**src/rtl/addsub_if.sv**
```systemverilog
// Operand/result bundle for the sequential adder/subtractor: request side
// (operands + op) and response side (result + flags), each with valid/ready.
interface addsub_if #(
    parameter int WIDTH = 32
);
    logic             in_valid;
    logic             in_ready;
    logic [WIDTH-1:0] a;
    logic [WIDTH-1:0] b;
    logic             sub;
    logic             out_valid;
    logic             out_ready;
    logic [WIDTH-1:0] result;
    logic             cout;
    logic             overflow;
    logic             zero;
    logic             negative;

    modport master (
        output in_valid, a, b, sub, out_ready,
        input  in_ready, out_valid, result, cout, overflow, zero, negative
    );

    modport slave (
        input  in_valid, a, b, sub, out_ready,
        output in_ready, out_valid, result, cout, overflow, zero, negative
    );
endinterface

```
**src/rtl/addsub_seq.sv**
```systemverilog
// Multi-cycle two's-complement adder/subtractor: one CHUNK-bit slice per cycle,
// carry rippled between slices through a register, flags latched on the last slice.
module addsub_seq #(
    parameter int WIDTH = 32,
    parameter int CHUNK = 8
) (
    input  logic    clk,
    input  logic    reset,
    addsub_if.slave bus
);
    localparam int N  = WIDTH / CHUNK;
    localparam int CW = (N > 1) ? $clog2(N) : 1;
    localparam logic [CW-1:0] LAST = CW'(N - 1);

    typedef enum logic [1:0] {
        IDLE,
        RUN,
        DONE
    } state_t;

    state_t           state_q, state_d;
    logic [WIDTH-1:0] a_q, a_d;
    logic [WIDTH-1:0] b_q, b_d;
    logic             carry_q, carry_d;
    logic [CW-1:0]    count_q, count_d;
    logic [WIDTH-1:0] result_q, result_d;
    logic             cout_q, cout_d;
    logic             overflow_q, overflow_d;
    logic             zero_q, zero_d;
    logic             negative_q, negative_d;

    logic [CHUNK-1:0] a_slice [N];
    logic [CHUNK-1:0] b_slice [N];
    logic [CHUNK-1:0] cur_a;
    logic [CHUNK-1:0] cur_b;
    logic [CHUNK:0]   slice_sum;
    logic [WIDTH-1:0] result_run;

    genvar gi;
    generate
        for (gi = 0; gi < N; gi++) begin : g_slice
            assign a_slice[gi] = a_q[gi*CHUNK +: CHUNK];
            assign b_slice[gi] = b_q[gi*CHUNK +: CHUNK];
            // Only the slice being processed this cycle takes the new sum.
            assign result_run[gi*CHUNK +: CHUNK] =
                (count_q == CW'(gi)) ? slice_sum[CHUNK-1:0] : result_q[gi*CHUNK +: CHUNK];
        end

        if (N == 1) begin : g_single
            assign cur_a = a_slice[0];
            assign cur_b = b_slice[0];
        end else begin : g_multi
            assign cur_a = a_slice[count_q];
            assign cur_b = b_slice[count_q];
        end
    endgenerate

    assign slice_sum = {1'b0, cur_a} + {1'b0, cur_b} + {{CHUNK{1'b0}}, carry_q};

    always_comb begin
        state_d    = state_q;
        a_d        = a_q;
        b_d        = b_q;
        carry_d    = carry_q;
        count_d    = count_q;
        result_d   = result_q;
        cout_d     = cout_q;
        overflow_d = overflow_q;
        zero_d     = zero_q;
        negative_d = negative_q;

        case (state_q)
            IDLE: begin
                if (bus.in_valid) begin
                    // Subtraction is A + ~B + 1: invert B here and seed the carry.
                    a_d     = bus.a;
                    b_d     = bus.sub ? ~bus.b : bus.b;
                    carry_d = bus.sub;
                    count_d = '0;
                    state_d = RUN;
                end
            end
            RUN: begin
                result_d = result_run;
                carry_d  = slice_sum[CHUNK];
                count_d  = count_q + 1'b1;
                if (count_q == LAST) begin
                    // a^b^sum at the MSB recovers the carry into the MSB.
                    cout_d     = slice_sum[CHUNK];
                    overflow_d = cur_a[CHUNK-1] ^ cur_b[CHUNK-1] ^ slice_sum[CHUNK-1]
                                 ^ slice_sum[CHUNK];
                    zero_d     = (result_run == '0);
                    negative_d = slice_sum[CHUNK-1];
                    count_d    = '0;
                    state_d    = DONE;
                end
            end
            DONE: begin
                if (bus.out_ready) begin
                    state_d = IDLE;
                end
            end
            default: begin
                state_d = IDLE;
            end
        endcase
    end

    always_ff @(posedge clk) begin
        if (reset) begin
            state_q    <= IDLE;
            a_q        <= '0;
            b_q        <= '0;
            carry_q    <= 1'b0;
            count_q    <= '0;
            result_q   <= '0;
            cout_q     <= 1'b0;
            overflow_q <= 1'b0;
            zero_q     <= 1'b0;
            negative_q <= 1'b0;
        end else begin
            state_q    <= state_d;
            a_q        <= a_d;
            b_q        <= b_d;
            carry_q    <= carry_d;
            count_q    <= count_d;
            result_q   <= result_d;
            cout_q     <= cout_d;
            overflow_q <= overflow_d;
            zero_q     <= zero_d;
            negative_q <= negative_d;
        end
    end

    assign bus.in_ready  = (state_q == IDLE);
    assign bus.out_valid = (state_q == DONE);
    assign bus.result    = result_q;
    assign bus.cout      = cout_q;
    assign bus.overflow  = overflow_q;
    assign bus.zero      = zero_q;
    assign bus.negative  = negative_q;
endmodule

```
**src/flat_wrapper.sv**
```systemverilog
// flat-port wrapper written by rule: the top's interface ports become plain ports
module addsub_seq_flat 
#(
    parameter int WIDTH = 32,
    parameter int CHUNK = 8
)
  (clk, reset, bus_in_valid, bus_a, bus_b, bus_sub, bus_out_ready, bus_in_ready, bus_out_valid, bus_result, bus_cout, bus_overflow, bus_zero, bus_negative);
  addsub_if #(.WIDTH(WIDTH)) bus_i ();
  input  logic clk;
  input  logic reset;
  input wire logic [$bits(bus_i.in_valid)-1:0] bus_in_valid;
  input wire logic [$bits(bus_i.a)-1:0] bus_a;
  input wire logic [$bits(bus_i.b)-1:0] bus_b;
  input wire logic [$bits(bus_i.sub)-1:0] bus_sub;
  input wire logic [$bits(bus_i.out_ready)-1:0] bus_out_ready;
  output wire logic [$bits(bus_i.in_ready)-1:0] bus_in_ready;
  output wire logic [$bits(bus_i.out_valid)-1:0] bus_out_valid;
  output wire logic [$bits(bus_i.result)-1:0] bus_result;
  output wire logic [$bits(bus_i.cout)-1:0] bus_cout;
  output wire logic [$bits(bus_i.overflow)-1:0] bus_overflow;
  output wire logic [$bits(bus_i.zero)-1:0] bus_zero;
  output wire logic [$bits(bus_i.negative)-1:0] bus_negative;
  assign bus_i.in_valid = bus_in_valid;
  assign bus_i.a = bus_a;
  assign bus_i.b = bus_b;
  assign bus_i.sub = bus_sub;
  assign bus_i.out_ready = bus_out_ready;
  assign bus_in_ready = bus_i.in_ready;
  assign bus_out_valid = bus_i.out_valid;
  assign bus_result = bus_i.result;
  assign bus_cout = bus_i.cout;
  assign bus_overflow = bus_i.overflow;
  assign bus_zero = bus_i.zero;
  assign bus_negative = bus_i.negative;
  addsub_seq #(.WIDTH(WIDTH), .CHUNK(CHUNK)) u_core (.clk(clk), .reset(reset), .bus(bus_i));
endmodule
```
**config.mk**
```make
export PLATFORM = sky130hd
export DESIGN_NAME = addsub_seq_flat
export DESIGN_NICKNAME = d
export VERILOG_FILES = /design/src/rtl/addsub_if.sv /design/src/rtl/addsub_seq.sv /design/src/flat_wrapper.sv
export SDC_FILE = /design/constraint.sdc
export NUM_CORES = 1
export LEC_CHECK = 0
export CAP_MARGIN = 20
export CELL_PAD_IN_SITES_DETAIL_PLACEMENT = 1
export CELL_PAD_IN_SITES_GLOBAL_PLACEMENT = 2
export CORE_MARGIN = 4
export CORE_UTILIZATION = 40
export DETAILED_ROUTE_END_ITERATION = 10
export DONT_BUFFER_PORTS = 1
export PLACE_DENSITY_LB_ADDON = 0.25
export SYNTH_ARGS = -nofsm -noshare
export SYNTH_HDL_FRONTEND = slang
export SYNTH_SLANG_ARGS = --single-unit
```
**constraint.sdc**
```tcl
create_clock -name clk -period 5.55 [get_ports clk]
set_input_delay 1.3875 -clock clk [delete_from_list [all_inputs] [get_ports clk]]
set_output_delay 1.3875 -clock clk [all_outputs]
set_load 0.01 [all_outputs]
```
Yosys cells after proc, flatten, opt, wreduce, memory -nomap -nowiden
Cells that the tools add are included.
- logic and storage cells: 55
- register bits: 105
- bits of input ports: 69
- bitwise operators: 5
- $lt $le $gt $ge: 1
- mux-type cells: 20
- equal/unequal tests: 8
- reduce and logical (&&, ||, !) cells: 8
- add/subtract/negate cells: 3
- operators by type and width (operator ; count):
    8-bit 2-to-1 mux ; 8
    8-bit binary-select mux with 2-bit select ; 2
    32-bit zero test ; 1
    32-bit 2-to-1 mux ; 1
    32-bit inverter ; 1
    2-bit 2-to-1 mux ; 5
    8-bit by 8-bit adder with 9-bit output ; 1
    9-bit by 1-bit adder with 9-bit output ; 1
    2-bit equality test (second input constant) ; 3
    2-bit case mux with 3 select lines ; 1
    2-bit AND reduction ; 3
    2-bit by 1-bit equality test with 1-bit output (second input constant) ; 2
    2-bit zero test ; 2
    2-bit inequality test (second input constant) ; 2
    2-bit case mux with 2 select lines ; 1
    3-bit >= comparator (second input constant) ; 1
    2-bit inverter with 3-bit output ; 1
    3-bit AND reduction ; 1
    1-bit bitwise XOR ; 3
    2-bit by 1-bit adder with 2-bit output (second input constant) ; 1
    2-bit by 1-bit inequality test with 1-bit output (second input constant) ; 1
    1-bit case mux with 2 select lines ; 1
    2-bit nonzero test ; 1
    1-bit 2-to-1 mux ; 1

Logic depth before layout (Yosys ltp)
- word-level depth: 8
- mapped depth: 13

Worst setup path before layout
No wires, ideal clock.
- path type: register -> register
- start point: register u_core.count_q[1]
- end point: register u_core.zero_q, in the netlist u_core.bus.zero
- arrival time: 3.496 ns
- setup time: 0.069 ns
- slack: 1.985 ns
- stages on the path, launching flop included: 14
- period minus slack after synthesis: 3.565 ns
- required time: 5.481 ns
- path through: dfxtp_1 -> clkbuf_1 -> clkbuf_1 -> mux4_2 -> inv_1 -> fa_1 -> fa_1 -> xnor2_1 -> o21a_1 -> a2111oi_4 -> o2111ai_1 -> a2111oi_2 -> nand4_1 -> o21ai_1
- longest elaborated chain between the ends: 8
- RTL lines (element ; line ; source):
    start, declared ; addsub_seq.sv:25 ; logic [CW-1:0] count_q, count_d;
    start signal, assigned ; addsub_seq.sv:126 ; count_q <= count_d;
    2-bit inverter with 3-bit output (not written as such) ; addsub_seq.sv:53, addsub_seq.sv:54 ;
    8-bit binary-select mux with 2-bit select, on equally long branches ; addsub_seq.sv:53, addsub_seq.sv:54 ;
    8-bit 2-to-1 mux, on equally long branches (2 in a row) ; addsub_seq.sv:53, addsub_seq.sv:54 ;
    8-bit by 8-bit adder with 9-bit output ; addsub_seq.sv:58 ; assign slice_sum = {1'b0, cur_a} + {1'b0, cur_b} + {{CHUNK{1'b0}}, carry_q};
    9-bit by 1-bit adder with 9-bit output ; addsub_seq.sv:58 ;
    8-bit 2-to-1 mux ; addsub_seq.sv:46 ; (count_q == CW'(gi)) ? slice_sum[CHUNK-1:0] : result_q[gi*CHUNK +: CHUNK];
    32-bit zero test ; addsub_seq.sv:92 ; zero_d = (result_run == '0);
    end signal, assigned ; addsub_seq.sv:130 ; zero_q <= zero_d;
    end, declared ; addsub_seq.sv:29 ; logic zero_q, zero_d;
Several ways; a longest one is shown, not always the timed one. The select of a mux whose other input is x is not followed.
A chain may end at the register's enable or synchronous reset.

Worst setup path after layout
- start point: register u_core.count_q[0]
- end point: register u_core.zero_q, in the netlist u_core.bus.zero
Same word-level chain as after synthesis.

==> summary.md <==
| Metric | Value |
|---|---|
| Status | finished clean |
| Worst-path clk slew | 0.07 ns |
| Final worst path period share | 0.641 |
| CP Buf/Inv Count | 2 |
| RR Endpoint | u_core.bus.zero |
| Yosys cell types | 53 |
| Main synth FF type | dfxtp_1 |
| Htree depth | 3 |
| Layout area overhead | 7.03% |
| Post-synth ARST share | 0 |
| CP dominant cell by count | fa_1 |
| Share of layout cells above drive strength 1 | 0.0688 |
| Post-Synth Simple-Gate Area | 0.194 |
| EDFF count, synth | 0 |
| Adder-cell share of the synthesized area | 0.0343 |
| Highest cell delay on the worst timing path | 0.72 ns |
| Final Hold Vio Count | 0 |
| Initial drt markers | 164 |
| Seq cells post-synth | 105 |
| Reg2Reg Depth | 12 |
| Routed vias/inst | 5.55 |
| Crit path launch | u_core.count_q[0] |
| Clock latency at the later pin of the worst-skew pair | 0.36 ns |
| DR pass1 iterations | 4 |
| Area leader, netlist | dfxtp_1 |
| Combinational family with the most area after synthesis | simple AND/OR/NAND/NOR gates |
| CTS tree | yes |
| Max-cap violations | 0 |
| Initial Utilization | 0.409 |
| CTS sink count | 105 |
| CTS Buffer Depth | 2 |
| Most frequent cells in the layout | nand2_1, dfxtp_1, nor2_1 |
| Crit. End Element | register |
| Post-Syn Nets | 692 |
| Compound-Gate Fraction of Synth Area | 0.182 |
| DRC | 0 |
| Final setup viols | 0 |
| Layout Skew | 0.00967 ns |
| Slew headroom | 0.334 |
| Commonest non-fill, non-tap cell in the layout | nand2_1 |
| Routed len/inst | 19.1 um |
| Cts repair resizes | 0 |
| Vias in the first global route | 4434 |
| RSZ-0062 raised after global routing | false |
| Core Rows | 41 |
| Largest net degree at the start of global routing | 107 |
| Worst Hold Path EP | u_core.a_q[26] |
| Cell Chain, Critical Path | buf_4 > mux4_2 > inv_1 > fa_1 > fa_1 > nand2_1 > o21a_1 > a2111oi_4 > o2111ai_1 > a2111oi_2 > nand4_1 > o21ai_1 |
| Placed Instances | 736 |
| Post-route ant nets | 0 |
| Antenna cell count | 0 |
| Buffer count from post-CTS setup fixing | 0 |
| DP Wirelength | 10500 um |
| Final Max Slew Viols | 0 |
| Setup_tns | 0 ns |
| I/O pin cnt | 107 |
| Slowest cell on crit path | fa_1 |
| Gpl congestion | 0.832 |
| Min-Delay Startpoint | u_core.a_q[26] |
| R2r setup slk | 1.99 ns |
| Slew @ Worst Pin | 0.999 ns |
| Root buf cell | clkbuf_16 |
| Core area | 0.0127 mm^2 |
| Crit path depth | 12 |
| Worst vdd ir | 0.000187 V |
| First-pass GRT wire length | 23700 um |
| Crit Path Max Fanout | 18 |
| Max Freq | 281 MHz |
| Seq/Total Area, Yosys | 0.406 |
| Post-synthesis cell count | 610 |
| Gr usage total | 0.206 |
| Hold buffers post-CTS | 0 |
| Startpoint types | register |
| Layout net count | 658 |
| Total gr overflow | 0 |
| Non-Filler Instances | 753 |
| Die X | 122 um |
| Pwr/cell area | 326 mW/mm^2 |
| PortBufs | 0 |
| Worst path top cell family by delay | adder cells |
| Synth area leaders | dfxtp_1, nand2_1, mux4_2 |
| Yosys top cell area share | 0.406 |
| DIE AREA | 0.0148 mm^2 |
| Synth warn | 0 |
| Reg2reg start | u_core.count_q[0] |
| DRT Wirelength | 14400 um |
| Multiplexer share of the synthesized area | 0.0715 |
| Die height | 122 um |
| Routed via count | 4179 |
| Initial antenna violation count | 0 |
| Syn Area/Cell | 8.49 um^2 |
| Hold Crit Depth | 2 |
| Fin crit period | 3.56 ns |
| Mapped cell area | 0.00518 mm^2 |
| Synth Area in XOR/XNOR | 0.0657 |
| Leakage | 0.00186 uW |
| Critical path type | reg -> reg |
| Inserted Clock Buffers | 9 |
| Arr. time, crit path | 3.85 ns |
| Hold Path Class | reg -> reg |
| WP data required | 5.85 ns |
-- cells in the mapped netlist (2+ instances only) --
cell type	instances
a211oi_1	47
a21oi_1	63
a32oi_1	2
and2_1	3
and3_1	2
buf_1	5
buf_2	2
clkbuf_1	40
dfxtp_1	105
fa_1	2
ha_1	11
inv_1	11
mux4_2	16
nand2_1	118
nand2b_1	11
nand3_1	3
nand3b_1	4
nand4_1	3
nor2_1	65
nor2b_1	4
nor3_1	8
nor4_1	4
o2111ai_1	2
o211ai_1	2
o21a_1	2
o21ai_0	4
o21ai_1	3
o22ai_1	4
o31ai_1	2
or2_1	2
or4_1	3
xnor2_1	36
-- layer usage --
| layer | GRT usage | up-vias | share of wire |
|---|---|---|---|
| li1 | - | 2052 | - |
| met1 | 0.269 | 1991 | 0.45 |
| met2 | 0.345 | 123 | 0.47 |
| met3 | 0.0413 | 13 | 0.060 |
| met4 | 0.0651 | 0 | 0.016 |
| met5 | 0 | - | 0 |
-- kinds of logic (layout without fill, tap and decap cells) --
family,Yosys count,in the layout
fa+ha+maj,13,13
buf+inv,60,31
mux,17,17
simple gates,234,234
xor+xnor,38,38
compound gates,143,143
flops,105,105
-- worst reg2reg max path: cells and delay by family, from the launching register on --
kind | cells | cell delay, ns
adders and majority gates | 2 | 1.18
and+or+nand+nor | 2 | 0.24
AOI/OAI and AO/OA | 5 | 1.04
muxes | 1 | 0.28
DFF | 1 | 0.37
buffers and inverters | 2 | 0.38
-- report_power, final --
part	total [uW]	internal (uW)	switching, uW	leakage, uW
logic	329	132	197	0.000857
clock network	646	354	292	0.000142
registers	831	799	32.8	0.000860
-- sequential cells by signal (all words and copies together) (netlist names) --
name,cells
u_core.a_q,32
u_core.b_q,32
u_core.bus.result,32
u_core.count_q,2
u_core.state_q,2
u_core.bus.cout,1
u_core.bus.negative,1
u_core.bus.overflow,1
u_core.bus.zero,1
u_core.carry_q,1
-- how the worst max path moves through the flow --
stage	slack, ns	endpoint
detailed placement	1.98	u_core.bus.zero
finish	1.99	u_core.bus.zero
CTS	1.94	u_core.bus.zero
global route	1.75	u_core.bus.zero
floorplan	1.99	u_core.bus.zero
global placement	2.10	u_core.bus.zero
-- metrics by stage --
| step | utilization | worst slack (ns) | power (uW) | hold slack [ns] | cell area (um^2) |
|---|---|---|---|---|---|
| 2_1_floorplan | - | 1.99 | 1100 | 0.433 | 5180 |
| 3_3_place_gp | 0.412 | 2.10 | 1170 | 0.436 | 5220 |
| 3_5_place_dp | 0.412 | 1.98 | 1180 | 0.445 | 5220 |
| 4_1_cts | 0.435 | 1.94 | 1830 | 0.454 | 5520 |
| 5_1_grt | 0.437 | 1.75 | 1900 | 0.476 | 5540 |
| 6_report | 0.437 | 1.99 | 1810 | 0.454 | 5540 |
-- cell type report --
type	instances	area, um^2
multi-input combinational	445	2840
timing repair buffer	4	50.0
fill	1502	7130
tap	172	215
inverter	11	41.3
sequential	105	2100
clock inverter	5	62.6
clock buffer	11	233
Note: power is estimated with default switching activity, not from simulation.
